[config.mk]
export PLATFORM = sky130hd
export DESIGN_NAME = sd_spi
export DESIGN_NICKNAME = d
export VERILOG_FILES = /design/src/rtl/sd_spi_pkg.sv /design/src/rtl/sd_spi_clkgen.sv /design/src/rtl/sd_spi.sv
export SDC_FILE = /design/constraint.sdc
export NUM_CORES = 1
export LEC_CHECK = 0
export ABC_CLOCK_PERIOD_IN_PS = 2100
export CAP_MARGIN = 10
export CORE_MARGIN = 5
export CORE_UTILIZATION = 50
export CTS_CLUSTER_DIAMETER = 40
export DETAILED_ROUTE_END_ITERATION = 10
export PLACE_DENSITY = 0.71
export SYNTH_ARGS = -nofsm -noshare
export SYNTH_HDL_FRONTEND = slang
export SYNTH_SLANG_ARGS = --single-unit
[constraint.sdc]
create_clock -name clock -period 2.1 [get_ports clock]
set_input_delay 0.63 -clock clock [delete_from_list [all_inputs] [get_ports clock]]
set_output_delay 0.63 -clock clock [all_outputs]
set_load 0.01 [all_outputs]
[src/rtl/sd_spi_pkg.sv]
// Shared definitions for the SD-card SPI master: command encodings,
// FSM states and the number of SCLK half-periods for each sequence.
package sd_spi_pkg;

  typedef enum logic [1:0] {
    CMD_XFER  = 2'd0,
    CMD_INIT  = 2'd1,
    CMD_CS_LO = 2'd2,
    CMD_CS_HI = 2'd3
  } sd_cmd_e;

  typedef enum logic [1:0] {
    IDLE = 2'd0,
    XFER = 2'd1,
    INIT = 2'd2
  } sd_state_e;

  // One byte = 8 pulses = 16 half-periods; init = 80 pulses = 160 half-periods
  localparam logic [7:0] XFER_HALVES = 8'd16;
  localparam logic [7:0] INIT_HALVES = 8'd160;

endpackage

[src/rtl/sd_spi_clkgen.sv]
// SCLK half-period tick generator. While enabled, tick_o pulses once every
// div_i system clocks; the count restarts from zero whenever disabled so the
// first tick lands exactly div_i clocks after enable rises.
module sd_spi_clkgen #(
  parameter int DIV_W = 6
) (
  input  logic             clk_i,
  input  logic             rst_ni,
  input  logic             en_i,
  input  logic [DIV_W-1:0] div_i,
  output logic             tick_o
);

  localparam logic [DIV_W-1:0] ONE = DIV_W'(1);

  logic [DIV_W-1:0] cnt_q;

  assign tick_o = en_i && (cnt_q == (div_i - ONE));

  // Divider counter: wraps on each tick, held at zero while disabled
  always_ff @(posedge clk_i or negedge rst_ni) begin
    if (!rst_ni) begin
      cnt_q <= '0;
    end else if (!en_i || tick_o) begin
      cnt_q <= '0;
    end else begin
      cnt_q <= cnt_q + ONE;
    end
  end

endmodule

[src/rtl/sd_spi.sv]
// SD-card SPI master (mode 0, MSB first) with init clocking, chip-select
// control and an idle timeout flag.
// Optional feature macro: SD_SLOW_INIT_EN -- when defined the init sequence
// clocks SCLK with INIT_DIV half-periods instead of SCLK_DIV.
module sd_spi
  import sd_spi_pkg::*;
#(
  parameter int SCLK_DIV       = 2,
  parameter int INIT_DIV       = 32,
  parameter int TIMEOUT_CYCLES = 4096
) (
  input  logic       clock,
  input  logic       reset_n,
  input  logic       sd_signal,
  input  logic [1:0] sd_cmd,
  input  logic [7:0] sd_out,
  output logic [7:0] sd_din,
  output logic       sd_busy,
  output logic       sd_timeout,
  output logic       SPI_CS,
  output logic       SPI_SCLK,
  input  logic       SPI_MISO,
  output logic       SPI_MOSI
);

  // Divider counter is sized for the larger of the two half-periods
  localparam int MAX_DIV = (INIT_DIV > SCLK_DIV) ? INIT_DIV : SCLK_DIV;
  localparam int DIV_W   = $clog2(MAX_DIV + 1);
  localparam int TO_W    = $clog2(TIMEOUT_CYCLES + 1);
  localparam logic [TO_W-1:0] TO_MAX = TO_W'(TIMEOUT_CYCLES);

  sd_state_e        state_q;
  logic             busy_q;
  logic             cs_q;
  logic             sclk_q;
  logic             mosi_q;
  logic [7:0]       din_q;
  logic [7:0]       shreg_q;
  logic             miso_q;
  logic [7:0]       hcnt_q;
  logic [TO_W-1:0]  idle_q;
  logic [TO_W-1:0]  idle_d;
  logic [DIV_W-1:0] div_d;
  logic             accept;
  logic             tick;

  // Commands are only taken while not busy; strobes during a command are dropped
  assign accept = sd_signal && !busy_q;

`ifdef SD_SLOW_INIT_EN
  assign div_d = (state_q == INIT) ? DIV_W'(INIT_DIV) : DIV_W'(SCLK_DIV);
`else
  assign div_d = DIV_W'(SCLK_DIV);
`endif

  sd_spi_clkgen #(
    .DIV_W (DIV_W)
  ) u_clkgen (
    .clk_i  (clock),
    .rst_ni (reset_n),
    .en_i   (state_q != IDLE),
    .div_i  (div_d),
    .tick_o (tick)
  );

  // Command FSM: shift register, SCLK/MOSI/CS generation and busy flag
  always_ff @(posedge clock or negedge reset_n) begin
    if (!reset_n) begin
      state_q <= IDLE;
      busy_q  <= 1'b0;
      cs_q    <= 1'b1;
      sclk_q  <= 1'b0;
      mosi_q  <= 1'b1;
      din_q   <= 8'hFF;
      shreg_q <= 8'hFF;
      miso_q  <= 1'b1;
      hcnt_q  <= '0;
    end else begin
      case (state_q)
        IDLE: begin
          busy_q <= 1'b0;
          if (accept) begin
            busy_q <= 1'b1;
            hcnt_q <= '0;
            sclk_q <= 1'b0;
            case (sd_cmd_e'(sd_cmd))
              CMD_XFER: begin
                state_q <= XFER;
                shreg_q <= sd_out;
                mosi_q  <= sd_out[7];
              end
              CMD_INIT: begin
                state_q <= INIT;
                cs_q    <= 1'b1;
                mosi_q  <= 1'b1;
              end
              CMD_CS_LO: cs_q <= 1'b0;
              default:   cs_q <= 1'b1;
            endcase
          end
        end
        XFER: begin
          // Final clock after the last falling edge: publish the byte
          if (hcnt_q == XFER_HALVES) begin
            state_q <= IDLE;
            busy_q  <= 1'b0;
            din_q   <= shreg_q;
          end else if (tick) begin
            hcnt_q <= hcnt_q + 8'd1;
            sclk_q <= ~sclk_q;
            if (!sclk_q) begin
              miso_q <= SPI_MISO;
            end else begin
              shreg_q <= {shreg_q[6:0], miso_q};
              mosi_q  <= (hcnt_q == XFER_HALVES - 8'd1) ? 1'b1 : shreg_q[6];
            end
          end
        end
        INIT: begin
          if (hcnt_q == INIT_HALVES) begin
            state_q <= IDLE;
            busy_q  <= 1'b0;
          end else if (tick) begin
            hcnt_q <= hcnt_q + 8'd1;
            sclk_q <= ~sclk_q;
          end
        end
        default: state_q <= IDLE;
      endcase
    end
  end

  // Idle counter next state: clear on accept, saturating count while not busy
  always_comb begin
    idle_d = idle_q;
    if (accept) begin
      idle_d = '0;
    end else if (!busy_q && (idle_q < TO_MAX)) begin
      idle_d = idle_q + TO_W'(1);
    end
  end

  // Idle counter register
  always_ff @(posedge clock or negedge reset_n) begin
    if (!reset_n) begin
      idle_q <= '0;
    end else begin
      idle_q <= idle_d;
    end
  end

  assign sd_timeout = (idle_q >= TO_MAX);
  assign sd_busy    = busy_q;
  assign sd_din     = din_q;
  assign SPI_CS     = cs_q;
  assign SPI_SCLK   = sclk_q;
  assign SPI_MOSI   = mosi_q;

endmodule

# Word-level counts from Yosys, hierarchy flattened
# Cells that the tools add are included.
# totals
register_bits	50
output_inout_bits	13
elab_cells	92
# op_classes
n_addsub	3
n_lt_le_gt_ge	2
n_eq_ne	17
muxes	36
bitwise	3
n_reduce_logical	20
# ops
op	count
two-way mux 8 bit	9
two-way mux 13 bit	2
one-hot mux 8 bit (3 select lines)	1
one-hot mux 8 bit (2 select lines)	1
adder 13 x 1 -> 13 bit, second input constant	1
>= comparator 13 bit, second input constant	1
less-than comparator 13 bit, second input constant	1
two-way mux 1 bit	12
inequality test 2 bit, second input constant	6
AND reduction 4 bit	3
AND reduction 6 bit	2
adder 8 x 1 -> 8 bit, second input constant	1
equality test 8 x 4 -> 1 bit, second input constant	1
equality test 8 x 5 -> 1 bit, second input constant	1
equality test 8 bit, second input constant	1
adder 6 x 1 -> 6 bit, second input constant	1
equality test 6 x 1 -> 1 bit, second input constant	1
two-way mux 2 bit	3
two-way mux 6 bit	1
one-hot mux 1 bit (2 select lines)	3
one-hot mux 1 bit (3 select lines)	2
one-hot mux 2 bit (3 select lines)	1
AND reduction 3 bit	2
nonzero test 2 bit	3
other kinds (12)	21

# Longest topological paths before layout
# depth
depth_word	6
depth_mapped	6
mapped_depth_nobuf	6

# Cells and area by module
# Synthesis repeated with hierarchy kept, for this count alone.
# unflattened
cells_unflattened	280
area_unflattened_um2	2879.0
# by_module_without_submodules
mod	n_inst	cells_each	area_per_inst_um2
sd_spi	1	235	2437.3
sd_spi_clkgen	1	45	441.7

# Worst setup path before layout
# OpenSTA, ideal clock, no wires.
# synth_timing
kind	register -> register
startpoint	register state_q[0]
endpoint	register hcnt_q[4]
arrival_time_ps	1740
required_time_ps	1967
path_slack_ps	227
stages_incl_launch_ff	7
n_path_buf	0
period_less_slack_ps	1873
cell_sequence	dfrtp_1 -> inv_1 -> ha_1 -> nor4bb_1 -> a41oi_1 -> o31ai_1 -> o21ai_0
# synth_between
elab_chain_cells	5
# synth_lines
item	line	source
start, declared	sd_spi.sv:32	sd_state_e state_q;
start signal, assigned	sd_spi.sv:69	state_q <= IDLE;
start signal, assigned	sd_spi.sv:88	state_q <= XFER;
start signal, assigned	sd_spi.sv:93	state_q <= INIT;
nonzero test 2 bit	sd_spi.sv:61	.en_i (state_q != IDLE),
logical AND 1 bit	sd_spi_clkgen.sv:18	assign tick_o = en_i && (cnt_q == (div_i - ONE));
two-way mux 8 bit	--	
two-way mux 8 bit (on tied branches)	--	
one-hot mux 8 bit (3 select lines)	sd_spi.sv:79	case (state_q)
end signal, assigned	sd_spi.sv:109	hcnt_q <= hcnt_q + 8'd1;
end signal, assigned	sd_spi.sv:124	hcnt_q <= hcnt_q + 8'd1;
end, declared	sd_spi.sv:40	logic [7:0] hcnt_q;
# Parallel ways exist; a longest one is shown, timed or not. The select of a mux whose other input is x is not followed.
# A chain may end at the register's enable or synchronous reset.

# Worst setup path after layout
# layout_timing
startpoint	register busy_q, in the netlist sd_busy
endpoint	output port sd_busy
# layout_lines
item	line	source
start, declared	sd_spi.sv:33	logic busy_q;
start signal, assigned	sd_spi.sv:70	busy_q <= 1'b0;
start signal, assigned	sd_spi.sv:81	busy_q <= 1'b0;
start signal, assigned	sd_spi.sv:83	busy_q <= 1'b1;
end, declared	sd_spi.sv:18	output logic sd_busy,
# No word-level cell between the ends.

==> flow_metrics.tcl <==
set metrics [dict create \
    status "finished clean" \
    cts_root_buf "clkbuf_8" \
    cts_num_sinks 50 \
    synth-seq-cells 50 \
    crit_buf_inv 1 \
    min_period_ns 2.02 \
    syn_nets 279 \
    final_cells 377 \
    grt_antenna_before_repair 0 \
    cellLeakagePower_nw 1.46 \
    final-max-slew-violation-count 0 \
    postCtsSetupBuffers 0 \
    r2r_end "hcnt_q[5]$_DFFE_PN0P_" \
    core_area_um2 5440 \
    end_kind "output pin" \
    slew_headroom 0.681 \
    ff2ff_path_depth 8 \
    cts_hold_buf 0 \
    muxShareOfSynthArea 0.115 \
    r2r_start "state_q[0]$_DFFE_PN0P_" \
    synthXorXnorAreaFrac 0.0379 \
    synth_compound_area_frac 0.120 \
    routed_wl_mm 5.59 \
    yosysSeqAreaShare 0.460 \
    hold_violations 0 \
    final_nets 328 \
    drt_iter0_drc 42 \
    synth_ff_type "dfrtp_1" \
    synth_edf_count 0 \
    dp_cells 369 \
    synth-simple-area-share 0.191 \
    cts_buffers 5 \
    ant_nets 0 \
    io_pins 27 \
    synth_async_sr_flop_share 1.00 \
    num_antenna_cells 0 \
    dieArea_um2 7140 \
    peakVddDrop_mv 0.632 \
    synth_fa_ha_area_frac 0.0451 \
    cp.required_ns 1.47 \
    clock_skew_ns 0.00733 \
    routed-via-count 2114 \
    startpoint_type "flip-flop" \
    portBuffers 26 \
    path_cells "clkdlybuf4s50_1" \
    worst_pin_slew_ns 0.479 \
    grt_max_degree 32 \
    crit_fanout 10 \
    drive_gt1_frac 0.328 \
    synth.top_cell.area_share 0.280 \
    grt.overflow.total 0 \
    regToRegSetupSlack_ns 0.15 \
    htree_num_levels 2 \
    hold_class "primary input to asynchronous set/reset pin" \
    routedWlPerCell_um 14.8 \
    final.setup.tns_ns 0 \
    area_growth_pct 24.1 \
    rsz0062_at_grt "false" \
    tritoncts "yes" \
    synth.avg_cell_area_um2 10.9 \
    synth_top_family_by_area "simple AND/OR/NAND/NOR gates" \
    synth_area_leader_cell "dfrtp_1" \
    row_count 27 \
    die-width_um 84.5 \
    drc 0 \
    ctsResizeCount 0 \
    avgViaCountPerCell 5.61 \
    cts.clk_slew.worst_paths_ns 0.09 \
    grt_pass1_wl_mm 9.95 \
    slowest_stage "clkdlybuf4s50_1" \
    grt_pass1_vias 2109 \
    dr.pass1.iters 4 \
    crit_family "buffers and inverters" \
    yosysWarnings 0 \
    die_y_um 84.5 \
    clk_path_buf_depth 2 \
    syn_inst 255 \
    arrival_ns 1.39 \
    grtUsageTotal 0.168 \
    start_util 0.510 \
    insertion_delay_ns 0.30 \
    finalCritPeriodShare 0.962 \
    setup_viol 0 \
    slowest_delay_ns 0.59 \
    synth_area_um2 2770 \
    power.density_nw_per_um2 1110 \
    gp_congestion 0.798 \
    synth_cell_types 52 \
    cap_violations 0 \
    dp_hpwl_mm 4.17 \
    critPathKind "flip-flop to output pin" \
    fmax_mhz 495 \
    synthTopCellsByArea "dfrtp_1 (28%), dfstp_2 (18%), mux2_2 (11%)" \
]
worst max path at each step:
| stage | startpoint | to | slack, ns | cells after the start |
|---|---|---|---|---|
| 2_1_floorplan | state_q[0]$_DFFE_PN0P_ | hcnt_q[4]$_DFFE_PN0P_ | 0.23 | 6 |
| 3_3_place_gp | sd_signal | hcnt_q[3]$_DFFE_PN0P_ | -0.18 | 5 |
| 3_5_place_dp | sd_signal | hcnt_q[5]$_DFFE_PN0P_ | -0.21 | 5 |
| 4_1_cts | sd_busy$_DFFE_PN0P_ | sd_busy | 0.06 | 1 |
| 5_1_grt | sd_signal | hcnt_q[5]$_DFFE_PN0P_ | 0.02 | 5 |
| 6_report | sd_busy$_DFFE_PN0P_ | sd_busy | 0.08 | 1 |
synthesized netlist by cell type (all sizes together), types with 3 or more instances:
cell and n:
dfrtp 31, nand2 11, dfstp 19, o21ai 11, nor2 24, a31oi 3, nand4 8, ha 10
o211ai 3, and3 3, o31ai 8, nor4bb 3, xor2 10, mux2 28, nand3 16, clkbuf 7
nor3 3, or2 3, inv 13, a21oi 4
metrics by stage:
step,instance area [µm²],hold WS [ns],util,power [mW],worst slack (ns)
final,3440,0.281,0.633,3.83,0.0794
after global routing,3440,0.302,0.633,4.10,0.0168
after CTS,3420,0.284,0.628,3.84,0.0585
after detailed placement,3270,0.481,0.602,3.00,-0.210
after global placement,3270,0.476,0.602,2.97,-0.178
after floorplan,2770,0.334,-,2.41,0.227
state kept, by name, summed over array words and instances (netlist names), 2 cells and up:
name / cells
idle_q: 13
hcnt_q: 8
shreg_q: 8
state_q: 2
u_clkgen.cnt_q: 6
sd_din: 8
kinds of logic after synthesis:
family | after synthesis
AND/OR/NAND/NOR | 90
flip-flops | 50
AO/OA/AOI/OAI | 44
multiplexers | 28
buffers and inverters | 21
XOR/XNOR | 12
adder cells (fa/ha/maj) | 10
metal layers:
layer | vias up | wire length (µm) | GRT usage | part of all wire
met5 | - | 0 | 0 | 0
met2 | 34 | 2690 | 0.270 | 0.48
li1 | 1029 | - | - | -
met1 | 1042 | 2600 | 0.230 | 0.46
met4 | 0 | 95 | 0.0489 | 0.017
met3 | 9 | 209 | 0.0314 | 0.037
cells in the final DEF (no fill, tap or decap), types with 2 or more instances in the layout:
master | netlist | final
buf_4 | 0 | 23
clkdlybuf4s50_1 | 0 | 25
mux2_2 | 27 | 27
xor2_1 | 10 | 10
ha_1 | 10 | 10
or2_2 | 3 | 3
a41oi_1 | 2 | 2
a31oi_1 | 3 | 3
o211ai_1 | 3 | 3
and4b_1 | 2 | 2
o31ai_4 | 2 | 2
clkbuf_8 | 0 | 6
dfstp_2 | 19 | 19
a31o_2 | 2 | 2
inv_1 | 13 | 13
xnor2_1 | 2 | 2
and2_1 | 2 | 2
nor2_1 | 23 | 23
and4_1 | 2 | 2
bufinv_16 | 0 | 2
nand2_1 | 11 | 11
nor4b_1 | 2 | 2
nand4_1 | 8 | 8
a21oi_1 | 4 | 4
o21ai_0 | 11 | 11
nand3_1 | 15 | 15
nor4bb_2 | 0 | 2
o2111ai_1 | 2 | 2
nand2b_1 | 2 | 2
dfrtp_1 | 31 | 31
o31ai_1 | 6 | 6
and3_1 | 3 | 3
cell type report:
type / instances / area (µm²)
Clock buffer: 6 / 82.6
Clock inverter: 2 / 60.1
Fill cell: 434 / 2000
Inverter: 13 / 48.8
Multi-Input combinational cell: 184 / 1440
Sequential cell: 50 / 1270
Tap cell: 72 / 90.1
Timing Repair Buffer: 50 / 448
power breakdown:
part / switching (mW) / internal (mW) / leakage, nW
registers: 0.174 / 1.26 / 0.625
clock network: 0.309 / 0.508 / 0.0714
logic: 0.771 / 0.812 / 0.765
Note: power is estimated with default switching activity, not from simulation.
